File: src/rtl/bomb_game_sequencer.sv
// Game-flow sequencer for the bomb puzzle: arming delay, countdown,
// detonation delay and win/lose end states, all timed off one prescaler.
module bomb_game_sequencer #(
  parameter int TICKS_PER_SEC = 50000000,
  parameter int ARM_SECONDS   = 3,
  parameter int DET_SECONDS   = 3
) (
  input  logic       clk,
  input  logic       rst,
  input  logic       start_btn,
  input  logic [1:0] time_limit_sel,
  input  logic       explode,
  input  logic       all_solved,
  output logic [2:0] current_state,
  output logic [8:0] time_left_sec,
  output logic       time_out,
  output logic       sec_tick
);

  localparam int PW = (TICKS_PER_SEC > 1) ? $clog2(TICKS_PER_SEC) : 1;
  localparam int SEC_MAX = (ARM_SECONDS > DET_SECONDS) ? ARM_SECONDS : DET_SECONDS;
  localparam int SW = (SEC_MAX > 1) ? $clog2(SEC_MAX) : 1;
  localparam logic [PW-1:0] P_TERM = PW'(TICKS_PER_SEC - 1);
  localparam logic [SW-1:0] ARM_LAST = SW'(ARM_SECONDS - 1);
  localparam logic [SW-1:0] DET_LAST = SW'(DET_SECONDS - 1);

  typedef enum logic [2:0] {
    S_IDLE       = 3'b000,
    S_ACTIVATING = 3'b001,
    S_ACTIVATED  = 3'b010,
    S_DETONATING = 3'b011,
    S_FAILED     = 3'b100,
    S_SUCCESS    = 3'b101
  } state_t;

  state_t          r_state;
  logic [PW-1:0]   r_presc;
  logic [SW-1:0]   r_psec;
  logic [1:0]      r_sel;
  logic [8:0]      r_left;
  logic            r_tout;
  logic            r_tick;
  logic            w_term;

  assign w_term = (r_presc == P_TERM);

  function automatic logic [8:0] limit_secs(input logic [1:0] s);
    case (s)
      2'b00:   limit_secs = 9'd300;
      2'b01:   limit_secs = 9'd180;
      2'b10:   limit_secs = 9'd120;
      default: limit_secs = 9'd60;
    endcase
  endfunction

  always_ff @(posedge clk or negedge rst) begin
    if (!rst) begin
      r_state <= S_IDLE;
      r_presc <= '0;
      r_psec  <= '0;
      r_sel   <= 2'b00;
      r_left  <= 9'd0;
      r_tout  <= 1'b0;
      r_tick  <= 1'b0;
    end else begin
      r_tick  <= 1'b0;
      r_presc <= w_term ? '0 : r_presc + PW'(1);
      case (r_state)
        S_IDLE: begin
          r_left <= 9'd0;
          r_tout <= 1'b0;
          if (start_btn) begin
            r_state <= S_ACTIVATING;
            r_sel   <= time_limit_sel;
            r_presc <= '0;
            r_psec  <= '0;
          end
        end
        S_ACTIVATING: begin
          if (w_term) begin
            if (r_psec == ARM_LAST) begin
              r_state <= S_ACTIVATED;
              r_left  <= limit_secs(r_sel);
              r_psec  <= '0;
            end else begin
              r_psec <= r_psec + SW'(1);
            end
          end
        end
        S_ACTIVATED: begin
          if (explode || r_tout) begin
            r_state <= S_DETONATING;
            r_presc <= '0;
            r_psec  <= '0;
          end else if (all_solved) begin
            r_state <= S_SUCCESS;
            r_presc <= '0;
          end else if (w_term && r_left != 9'd0) begin
            // Expiry is flagged on the same edge the count reaches zero
            r_left <= r_left - 9'd1;
            r_tick <= 1'b1;
            if (r_left == 9'd1) r_tout <= 1'b1;
          end
        end
        S_DETONATING: begin
          if (w_term) begin
            if (r_psec == DET_LAST) begin
              r_state <= S_FAILED;
              r_psec  <= '0;
            end else begin
              r_psec <= r_psec + SW'(1);
            end
          end
        end
        S_FAILED, S_SUCCESS: begin
          if (start_btn) begin
            r_state <= S_IDLE;
            r_presc <= '0;
            r_left  <= 9'd0;
            r_tout  <= 1'b0;
          end
        end
        default: begin
          r_state <= S_IDLE;
          r_presc <= '0;
        end
      endcase
    end
  end

  assign current_state = r_state;
  assign time_left_sec = r_left;
  assign time_out      = r_tout;
  assign sec_tick      = r_tick;

endmodule

File: config.mk
export PLATFORM = sky130hd
export DESIGN_NAME = bomb_game_sequencer
export DESIGN_NICKNAME = d
export VERILOG_FILES = /design/src/rtl/bomb_game_sequencer.sv
export SDC_FILE = /design/constraint.sdc
export NUM_CORES = 1
export LEC_CHECK = 0
export CAP_MARGIN = 20
export CELL_PAD_IN_SITES_DETAIL_PLACEMENT = 1
export CELL_PAD_IN_SITES_GLOBAL_PLACEMENT = 2
export CORE_ASPECT_RATIO = 2
export CORE_MARGIN = 1.5
export CORE_UTILIZATION = 37
export DETAILED_ROUTE_END_ITERATION = 16
export PLACE_DENSITY_LB_ADDON = 0.1
export SLEW_MARGIN = 0
export SYNTH_ARGS = -nofsm -noshare
export SYNTH_HDL_FRONTEND = slang
export SYNTH_SLANG_ARGS = --single-unit
File: constraint.sdc
create_clock -name clk -period 2.9 [get_ports clk]
set_clock_uncertainty 0.1 [all_clocks]
set_input_delay 0.58 -clock clk [delete_from_list [all_inputs] [get_ports clk]]
set_output_delay 0.58 -clock clk [all_outputs]
set_load 0.005 [all_outputs]
==> impl_metrics.env <==
export IMPL_cts_sinks=44
export IMPL_min_period_over_period=0.868
export IMPL_dr_pass1_iters=4
export IMPL_drv_slew=0
export IMPL_fp_dieW_um=62.4
export IMPL_reg2reg_to="time_left_sec[7]$_DFFE_PN0P_"
export IMPL_path_clk_slew_ps=70
export IMPL_start_util=0.379
export IMPL_syn_area_per_cell_sq_um=9.38
export IMPL_worst_setup_path_type="flip-flop to flip-flop"
export IMPL_crit_start="r_presc[11]$_DFF_PN0_"
export IMPL_hp_class="input pin to async pin"
export IMPL_reg2regPathDepth=5
export IMPL_synthCells=278
export IMPL_antenna_cells=0
export IMPL_setup_viol=0
export IMPL_crit_path_end_kind="flip-flop"
export IMPL_synthFlopType="dfrtp_1"
export IMPL_rows=43
export IMPL_path_max_fanout=7
export IMPL_drcViolationCount=0
export IMPL_ctsResizeCount=0
export IMPL_core_area_sq_mm=0.00689
export IMPL_finalSetupTns_ps=0
export IMPL_seq_area_frac_synth=0.422
export IMPL_post_route_cells_drive_above_1_share=0.141
export IMPL_layout_min_cycle_time_ps=2520
export IMPL_htree_levels=2
export IMPL_nNetsFinal=322
export IMPL_post_route_util=0.454
export IMPL_grt_pass1_wl_um=12900
export IMPL_clock_path_buffers=2
export IMPL_die_area_sq_mm=0.00759
export IMPL_cp_slowest_cell="or4b_1"
export IMPL_cts_made_buffers=5
export IMPL_ir_drop_v=0.000361
export IMPL_grt_max_degree=28
export IMPL_ys_warn_count=0
export IMPL_port_buffers=20
export IMPL_drv_cap=0
export IMPL_insertion_delay_ps=290
export IMPL_post_cts_buffers=0
export IMPL_dp_hpwl_um=6050
export IMPL_cts_hold_buffers=0
export IMPL_root_buffer="clkbuf_16"
export IMPL_final_antenna_net_count=0
export IMPL_gr_total_overflow=0
export IMPL_hold_violations=0
export IMPL_grt_pass1_vias=2582
export IMPL_die_h_um=122
export IMPL_ys_ff_latch=44
export IMPL_synth_cell_types=61
export IMPL_path_buf_inv=0
export IMPL_antenna_found_initial=0
export IMPL_detail_route_wl_per_cell_um=19.7
export IMPL_rrSetupSlack_ps=380
export IMPL_io_pins=21
export IMPL_regToRegStartpoint="r_presc[11]$_DFF_PN0_"
export IMPL_routed_wl_um=7920
export IMPL_cp_start_kind="flip-flop"
export IMPL_num_vias=2338
export IMPL_power_density_mw_per_mm2=875
export IMPL_cp_cell_sequence="or4b_1 > nor4_2 > and3_1 > a31oi_1 > a211o_2"
export IMPL_rsz0062_at_grt="no"
export IMPL_drt_iter0_markers=119
export IMPL_grt_usage=0.224
export IMPL_syn_area_sq_mm=0.00261
export IMPL_syn_nets=288
export IMPL_slew_limit_headroom=0.692
export IMPL_vias_per_cell=5.80
export IMPL_area_growth_pct=20.0
export IMPL_path_delay_family="simple AND/OR/NAND/NOR gates"
export IMPL_gp_congestion=0.826
export IMPL_max_stage_delay_ps=540
export IMPL_synth_async_sr_flop_share=1.00
export IMPL_max_freq_ghz=0.397
export IMPL_status="finished, final reports clean"
export IMPL_p_leak_nw=1.32
export IMPL_cp_required_ps=2980
export IMPL_worst_pin_slew_ps=458
export IMPL_cts_tree="yes"
export IMPL_arrival_ps=2590
export IMPL_synth_edf_count=0
-- per-stage QoR --
step	hold WS (ps)	total power [mW]	setup slack (ps)	instances	area, sq um
after floorplan	184	1.64	636	278	2610
after global placement	378	2.07	391	395	2970
after detailed placement	383	2.09	322	395	2970
after CTS	133	2.75	419	403	3130
after global routing	159	2.90	257	403	3130
final	121	2.74	383	403	3130
-- layout by cell type, fill, tap and decap left out, drive strengths merged, types with 11 or more instances in the layout --
master / synthesis / routed
dfrtp: 44 / 44
clkdlybuf4s50: 0 / 19
buf: 5 / 15
and3: 11 / 11
nand4: 11 / 11
nor2: 47 / 47
nand3: 18 / 18
nand2: 16 / 16
xor2: 16 / 16
-- cell type report --
| class | instances | area, sq um |
|---|---|---|
| inverter | 4 | 15.0 |
| sequential | 44 | 1100 |
| tap | 90 | 113 |
| clock buffer | 6 | 129 |
| fill | 817 | 3760 |
| clock inverter | 2 | 35.0 |
| timing repair buffer | 34 | 300 |
| multi-input combinational | 223 | 1440 |
-- state kept, by name (all words and copies together), names as in the netlist --
register / flops
time_left_sec: 9
sec_tick: 1
time_out: 1
r_psec: 2
current_state: 3
r_presc: 26
r_sel: 2
-- layer usage --
layer / share of wire / global-route usage / vias up / wire length (um)
li1: - / - / 1092 / -
met1: 0.35 / 0.204 / 1178 / 2740
met2: 0.59 / 0.452 / 45 / 4660
met3: 0.021 / 0.0314 / 23 / 163
met4: 0.045 / 0.143 / 0 / 353
met5: 0 / 0 / - / 0
-- worst max path at each step --
| stage | cells after the start | to |
|---|---|---|
| 2_1_floorplan | 5 | time_left_sec[8]$_DFFE_PN0P_ |
| 3_3_place_gp | 6 | time_left_sec[3]$_DFFE_PN0P_ |
| 3_5_place_dp | 6 | time_left_sec[7]$_DFFE_PN0P_ |
| 5_1_grt | 5 | time_left_sec[3]$_DFFE_PN0P_ |
| 4_1_cts | 5 | time_left_sec[7]$_DFFE_PN0P_ |
| 6_report | 5 | time_left_sec[7]$_DFFE_PN0P_ |
-- worst reg2reg max path, stage by stage (launching register included) --
cell	delay [ps]
dfrtp_1	440
or4b_1	540
nor4_2	430
and3_1	410
a31oi_1	160
a211o_2	320
-- synthesized netlist by cell type, types with 3 or more instances --
master	instances	share of area
mux2_2	4	0.017
a21oi_1	8	0.015
a31oi_1	7	0.017
nor2_1	47	0.068
inv_1	4	0.0058
nor4_1	3	0.0072
and3_1	8	0.019
xor2_1	16	0.054
dfrtp_1	44	0.42
buf_4	3	0.0086
o21ai_0	10	0.019
nor4b_1	3	0.010
ha_1	3	0.014
nand4_1	11	0.026
and3_2	3	0.0086
xnor2_1	6	0.020
nand2_1	16	0.023
nor3_1	9	0.017
nand3_1	18	0.035
or3_1	4	0.0096
-- power breakdown --
group | total [mW] | switching [mW] | internal (mW)
logic | 1.18 | 0.662 | 0.522
registers | 0.899 | 0.180 | 0.718
clock network | 0.656 | 0.250 | 0.406
total | 2.74 | 1.09 | 1.65
-- logic make-up after synthesis --
group	share of synthesized area
buf+inv	0.0273
simple gates	0.303
compound gates	0.139
xor+xnor	0.0739
fa+ha+maj	0.0144
mux	0.0211
flops	0.422
Note: power is estimated with default switching activity, not from simulation.
